==> src/rtl/booth_mult_scheduler_if.sv <==
// Request/response bundle for booth_mult_scheduler.
//
// Carries the two operand requester channels and the product response
// channel between the requesters/consumer and the shared Booth engine.
//
// Signals (N = operand width):
//   req0_valid/req0_ready, req0_a[N], req0_b[N]  requester 0 channel
//   req1_valid/req1_ready, req1_a[N], req1_b[N]  requester 1 channel
//   rsp_valid/rsp_ready, rsp_product[2N], rsp_id  product response channel
//
// Modports:
//   master  requesters and result consumer (testbench / surrounding logic)
//   slave   the scheduler itself
interface booth_mult_scheduler_if #(
    parameter int N = 32
);
    logic           req0_valid;
    logic           req0_ready;
    logic [N-1:0]   req0_a;
    logic [N-1:0]   req0_b;

    logic           req1_valid;
    logic           req1_ready;
    logic [N-1:0]   req1_a;
    logic [N-1:0]   req1_b;

    logic           rsp_valid;
    logic           rsp_ready;
    logic [2*N-1:0] rsp_product;
    logic           rsp_id;

    modport master (
        output req0_valid, req0_a, req0_b,
        output req1_valid, req1_a, req1_b,
        output rsp_ready,
        input  req0_ready, req1_ready,
        input  rsp_valid, rsp_product, rsp_id
    );

    modport slave (
        input  req0_valid, req0_a, req0_b,
        input  req1_valid, req1_a, req1_b,
        input  rsp_ready,
        output req0_ready, req1_ready,
        output rsp_valid, rsp_product, rsp_id
    );
endinterface

==> src/rtl/booth_mult_scheduler.sv <==
// booth_mult_scheduler
//
// Shares one iterative radix-2 Booth multiplier between two requesters.
// A granted request's operands are latched, then one Booth add/sub plus
// arithmetic shift right is performed per clock for N clocks. The signed
// 2N-bit product is returned on a valid/ready response port together with
// the ID of the requester that issued it.
//
// Ports:
//   clk    in   clock, rising edge
//   rst_n  in   asynchronous active-low reset; aborts any job in flight
//   bus    slave modport of booth_mult_scheduler_if (request/response channels)
//   busy   out  high while a job is stepping or its product is waiting
//
// Parameter:
//   N      operand width in bits (two's complement, N >= 2)
//
// Configuration macro:
//   BOOTH_SCHED_RR_EN  when defined, contested grants alternate between the
//                      requesters (round-robin); when undefined, requester 0
//                      always wins a contest.
module booth_mult_scheduler #(
    parameter int N = 32
) (
    input  logic                  clk,
    input  logic                  rst_n,
    booth_mult_scheduler_if.slave bus,
    output logic                  busy
);
    localparam int CW = $clog2(N + 1);

    typedef enum logic [1:0] {
        IDLE = 2'd0,
        STEP = 2'd1,
        DONE = 2'd2
    } state_t;

    state_t         state;
    state_t         state_next;

    // P holds {accumulator[N:0], multiplier[N-1:0], booth guard bit}.
    logic [2*N+1:0] p;
    logic [N:0]     m;
    logic [CW-1:0]  cnt;
    logic           id;

    logic           grant;
    logic           accept;
    logic [N-1:0]   sel_a;
    logic [N-1:0]   sel_b;
    logic [N:0]     acc_next;
    logic [2*N+1:0] p_step;

`ifdef BOOTH_SCHED_RR_EN
    logic           last_grant;
`endif

    // Arbitration: picks which requester would be served if the engine is idle.
    always_comb begin
        grant = 1'b0;
`ifdef BOOTH_SCHED_RR_EN
        if (bus.req0_valid && bus.req1_valid) begin
            grant = ~last_grant;
        end else if (bus.req1_valid) begin
            grant = 1'b1;
        end
`else
        if (!bus.req0_valid && bus.req1_valid) begin
            grant = 1'b1;
        end
`endif
    end

    assign sel_a = grant ? bus.req1_a : bus.req0_a;
    assign sel_b = grant ? bus.req1_b : bus.req0_b;

    // State register; reset abandons any job in flight.
    always_ff @(posedge clk or negedge rst_n) begin
        if (!rst_n) begin
            state <= IDLE;
        end else begin
            state <= state_next;
        end
    end

    // Next-state and handshake outputs. Ready is only offered in IDLE, so
    // a new job cannot be taken until the cycle after the response leaves.
    always_comb begin
        state_next     = state;
        bus.req0_ready = 1'b0;
        bus.req1_ready = 1'b0;
        bus.rsp_valid  = 1'b0;
        busy           = 1'b0;
        accept         = 1'b0;
        case (state)
            IDLE: begin
                bus.req0_ready = bus.req0_valid && !grant;
                bus.req1_ready = bus.req1_valid && grant;
                accept         = bus.req0_ready || bus.req1_ready;
                if (accept) begin
                    state_next = STEP;
                end
            end
            STEP: begin
                busy = 1'b1;
                if (cnt == CW'(1)) begin
                    state_next = DONE;
                end
            end
            DONE: begin
                busy          = 1'b1;
                bus.rsp_valid = 1'b1;
                if (bus.rsp_ready) begin
                    state_next = IDLE;
                end
            end
            default: begin
                state_next = IDLE;
            end
        endcase
    end

    // One Booth step: the pair {multiplier LSB, guard bit} selects +M, -M
    // or nothing. The N+1-bit accumulator absorbs b = -2^(N-1) exactly.
    always_comb begin
        case (p[1:0])
            2'b01:   acc_next = p[2*N+1:N+1] + m;
            2'b10:   acc_next = p[2*N+1:N+1] - m;
            default: acc_next = p[2*N+1:N+1];
        endcase
        p_step = {acc_next[N], acc_next, p[N:1]};
    end

    // Datapath registers: operands are captured on the handshake only, so
    // later changes on the request inputs cannot disturb the running job.
    always_ff @(posedge clk or negedge rst_n) begin
        if (!rst_n) begin
            p   <= '0;
            m   <= '0;
            cnt <= '0;
            id  <= 1'b0;
`ifdef BOOTH_SCHED_RR_EN
            last_grant <= 1'b1;
`endif
        end else if (accept) begin
            p   <= {{(N+1){1'b0}}, sel_a, 1'b0};
            m   <= {sel_b[N-1], sel_b};
            cnt <= CW'(N);
            id  <= grant;
`ifdef BOOTH_SCHED_RR_EN
            last_grant <= grant;
`endif
        end else if (state == STEP) begin
            p   <= p_step;
            cnt <= cnt - CW'(1);
        end
    end

    // Product and ID are presented only while the response is valid.
    assign bus.rsp_product = (state == DONE) ? p[2*N:1] : '0;
    assign bus.rsp_id      = (state == DONE) ? id : 1'b0;

endmodule

==> src/flat_wrapper.sv <==
// flat-port wrapper written by rule: the top's interface ports become plain ports
module booth_mult_scheduler_flat 
#(
    parameter int N = 32
)
  (clk, rst_n, busy, bus_req0_valid, bus_req0_a, bus_req0_b, bus_req1_valid, bus_req1_a, bus_req1_b, bus_rsp_ready, bus_req0_ready, bus_req1_ready, bus_rsp_valid, bus_rsp_product, bus_rsp_id);
  booth_mult_scheduler_if #(.N(N)) bus_i ();
  input  logic clk;
  input  logic rst_n;
  output logic busy;
  input wire logic [$bits(bus_i.req0_valid)-1:0] bus_req0_valid;
  input wire logic [$bits(bus_i.req0_a)-1:0] bus_req0_a;
  input wire logic [$bits(bus_i.req0_b)-1:0] bus_req0_b;
  input wire logic [$bits(bus_i.req1_valid)-1:0] bus_req1_valid;
  input wire logic [$bits(bus_i.req1_a)-1:0] bus_req1_a;
  input wire logic [$bits(bus_i.req1_b)-1:0] bus_req1_b;
  input wire logic [$bits(bus_i.rsp_ready)-1:0] bus_rsp_ready;
  output wire logic [$bits(bus_i.req0_ready)-1:0] bus_req0_ready;
  output wire logic [$bits(bus_i.req1_ready)-1:0] bus_req1_ready;
  output wire logic [$bits(bus_i.rsp_valid)-1:0] bus_rsp_valid;
  output wire logic [$bits(bus_i.rsp_product)-1:0] bus_rsp_product;
  output wire logic [$bits(bus_i.rsp_id)-1:0] bus_rsp_id;
  assign bus_i.req0_valid = bus_req0_valid;
  assign bus_i.req0_a = bus_req0_a;
  assign bus_i.req0_b = bus_req0_b;
  assign bus_i.req1_valid = bus_req1_valid;
  assign bus_i.req1_a = bus_req1_a;
  assign bus_i.req1_b = bus_req1_b;
  assign bus_i.rsp_ready = bus_rsp_ready;
  assign bus_req0_ready = bus_i.req0_ready;
  assign bus_req1_ready = bus_i.req1_ready;
  assign bus_rsp_valid = bus_i.rsp_valid;
  assign bus_rsp_product = bus_i.rsp_product;
  assign bus_rsp_id = bus_i.rsp_id;
  booth_mult_scheduler #(.N(N)) u_core (.clk(clk), .rst_n(rst_n), .bus(bus_i), .busy(busy));
endmodule
==> config.mk <==
export PLATFORM = sky130hd
export DESIGN_NAME = booth_mult_scheduler_flat
export DESIGN_NICKNAME = d
export VERILOG_FILES = /design/src/rtl/booth_mult_scheduler_if.sv /design/src/rtl/booth_mult_scheduler.sv /design/src/flat_wrapper.sv
export SDC_FILE = /design/constraint.sdc
export NUM_CORES = 1
export LEC_CHECK = 0
export CAP_MARGIN = 0
export CORE_AREA = 2 2 139 141
export DETAILED_ROUTE_END_ITERATION = 10
export DIE_AREA = 0 0 141 143
export PLACE_DENSITY = 0.73
export SLEW_MARGIN = 10
export SYNTH_ARGS = -nofsm -noshare
export SYNTH_HDL_FRONTEND = slang
export SYNTH_SLANG_ARGS = --single-unit
export TNS_END_PERCENT = 100
==> constraint.sdc <==
create_clock -name clk -period 4.65 [get_ports clk]
set_input_delay 0.465 -clock clk [delete_from_list [all_inputs] [get_ports clk]]
set_output_delay 0.465 -clock clk [all_outputs]
set_load 0.01 [all_outputs]
==> results.txt <==
Status -> completed
Longest Clk Path Bufs -> 2
Sw Share -> 49.5%
RSZ-0062 raised after global routing -> no
Number of global-route vias before repair -> 7,006
Routed WL per cell -> 16.5 um
Ys Warns -> 0
Yosys cell types -> 61
CP Capture Type -> register
CTS tree -> yes
Place WS -> 623 ps
Synthesized Nets -> 1,155
H-tree levels -> 3
Largest net degree at the start of global routing -> 129
Routed wire length -> 22.8 mm
Sink Count -> 106
Post-Route Setup TNS -> 0 ps
CTS hold repair buffers -> 0
Worst endpoint required time -> 4860 ps
Critical Path AT -> 4280 ps
Count of standard-cell rows -> 50
FF-to-FF Start -> u_core.m[0]$_DFFE_PN0P_
Seq/Total Area, Yosys -> 32.2%
Gr ovfl total -> 0
Drt first pass iters -> 6
# diodes -> 0
CTS buffer count -> 9
Max FO, Critical Path -> 8
Number of antenna-violating nets in the routed design -> 0
Skew-Pair Late Insertion Delay -> 360 ps
Synth Area in Simple Gates -> 20.5%
Clk pwr share -> 8.4%
Initial antenna violation count -> 0
Final Critical Period -> 4060 ps
Internal power -> 4.55 mW
Post-synthesis xor/xnor area fraction -> 6.16%
Peak supply drop -> 0.311 mV
Max-cap violations -> 0
Tcrit/Tclk final -> 87.4%
Design Area, Final -> 10,700 sq um
Ys async rst share -> 100%
CTS resizes -> 0
Cell chain of the critical path -> inv_1 > ha_1 > or4b_4 > nor3_4 > and3_1 > a21oi_1 > xnor2_1 > ha_1 > and3_1 > nand2_1 > nor4_1 > nand2b_1 > o22ai_1 > mux2i_1 > a21o_1 > a21oi_2
Overall power -> 9.01 mW
Avg Cell Area, Syn -> 8.40 sq um
Final Hold Viols -> 0
Mux contribution to synthesized area -> 8.88%
CTS clk-pin slew, worst paths -> 70 ps
DP Area -> 10,500 sq um
Core area -> 18,600 sq um
Hpwl dp -> 17.3 mm
Gr usage total -> 22.6%
Root buffer cell -> clkbuf_16
CP startpoint -> u_core.m[0]$_DFFE_PN0P_
Final cell count without fillers -> 1,383
Worst path depth -> 16
First-pass GRT wire length -> 36.5 mm
Largest family of logic cells by synthesized area -> compound AO/OA/AOI/OAI gates
Power Density -> 839 nW/um^2
Final setup margin -> 586 ps
Io pins -> 202
Crit path max-delay family -> simple AND/OR/NAND/NOR gates
CP max-delay cell -> or4b_4
Initial Utilization -> 44.4%
Ratio of cells with drive above 1 in the final layout -> 3.74%
Endpoints failing setup -> 0
Sw Pwr -> 4.46 mW
Via density -> 5.56
Critical path's largest stage delay -> 510 ps
Syn Inst Count -> 982
Top_reg_cell synth -> dfrtp_1
P&R area growth vs syn -> 30.3%
EDFF count, synth -> 0
Leakage -> 4.41 nW
Drc violations -> 0
Drt first-iter violations -> 578
Post-synthesis cell area -> 8240 sq um
Filler cell count -> 1,686
Placed cells -> 1,367
Final net count -> 1,317
Worst hold path class -> in2async
Die W -> 141 um
Buffers on Ports -> 201
Via count -> 7,686
Die Span Y -> 143 um
Critical path startpoint category -> register
Clk_skew -> 10.9 ps
Max Clk Rate -> 246 MHz
Tightest Pin Transition -> 863 ps
Synth Area in Adders -> 6.16%
FF+latch count, synth -> 106
Post-CTS setup buffers -> 0
Die area -> 20,200 sq um
Synth Area in Compound Gates -> 22.0%
Buf/Inv on CP -> 1
Sequential share of power -> 20.7%
Worst setup path category -> reg2reg
Comb power frac -> 70.9%
Slew Limit Fails -> 0
Worst rel slew slack -> 42.5%
GP Congestion -> 0.960
Reg2Reg Depth -> 16
metal layers:
metal	GRT usage, %	vias to the layer above	wire length [um]
met2	34.9	236	10400
met4	7.42	0	419
met5	0	-	0
li1	-	3825	-
met3	2.62	26	1060
met1	33.0	3599	11000
Yosys cell counts (26+ instances only):
cell	instances	share of area, %
a211oi_1	39	3.6
a21oi_1	91	5.5
and2_1	67	5.1
clkbuf_1	51	2.3
dfrtp_1	106	32
ha_1	39	5.9
inv_1	26	1.2
mux2i_1	72	8.7
nand2_1	96	4.4
nor2_1	58	2.6
nor2b_1	39	3.0
o21ai_0	66	4.0
xnor2_1	48	5.1
final timing paths:
| path | end | slack, ps |
|---|---|---|
| min in group clk | u_core.id$_DFFE_PN0P_ | 490 |
| min reg2reg | u_core.id$_DFFE_PN0P_ | 490 |
| min | u_core.m[15]$_DFFE_PN0P_ | 220 |
| max reg2reg | u_core.p[64]$_DFFE_PN0P_ | 590 |
| max | u_core.p[64]$_DFFE_PN0P_ | 590 |
| max in group asynchronous | u_core.p[62]$_DFFE_PN0P_ | 3390 |
flip-flops by register name (all words and copies together) (netlist names):
signal,count
u_core.cnt,6
u_core.m,32
u_core.p,65
u_core.id,1
u_core.state,2
power by group through the flow:
stage          logic, mW  registers, mW  clock network (mW)
5_1_grt             7.11           1.93               0.812
4_1_cts             6.35           1.85               0.776
2_1_floorplan       4.79           1.68                   0
3_5_place_dp        6.31           1.87                   0
6_report            6.39           1.86               0.760
3_3_place_gp        6.27           1.86                   0
kinds of logic after synthesis:
group                    count (synthesis)
adder cells (fa/ha/maj)                 40
flip-flops                             106
multiplexers                            73
AO/OA/AOI/OAI                          290
buffers and inverters                   89
AND/OR/NAND/NOR                        326
XOR/XNOR                                58
cell type report:
type | instances | area [sq um] | share of cell area (%)
repair buffers | 213 | 2120 | 19.8
multi-input cells | 787 | 5280 | 49.2
clock buffers | 11 | 243 | 2.26
inverters | 27 | 101 | 0.943
flip-flops and latches | 106 | 2650 | 24.7
clock inverters | 5 | 47.5 | 0.442
well taps | 234 | 293 | 2.72
through the flow:
step                      hold slack [ps]  util (%)
after floorplan                       169         -
after global placement                479      56.3
after detailed placement              468      56.3
after CTS                             258      57.8
after global routing                  307      57.8
final                                 223      57.8
layout by cell type (no fill, tap or decap), drive strengths merged, types with 5 or more instances in the layout:
master         instances
nand3                  8
clkdlybuf4s50        200
a21oi                 92
or3                    5
nor3                  15
and3                   7
dfrtp                106
xnor2                 48
o21a                   8
nor2                  58
and2                  67
buf                   13
a211oi                41
o21ai                 68
nand4                  6
nor4                   6
mux2i                 72
nor2b                 39
inv                   28
nand2                 96
a21o                  16
a31oi                 17
clkbuf                11
nand2b                 5
o31ai                  5
ha                    39
a311oi                 5
xor2                  10
o211ai                11
No activity file was read; power rests on OpenSTA's default activity.
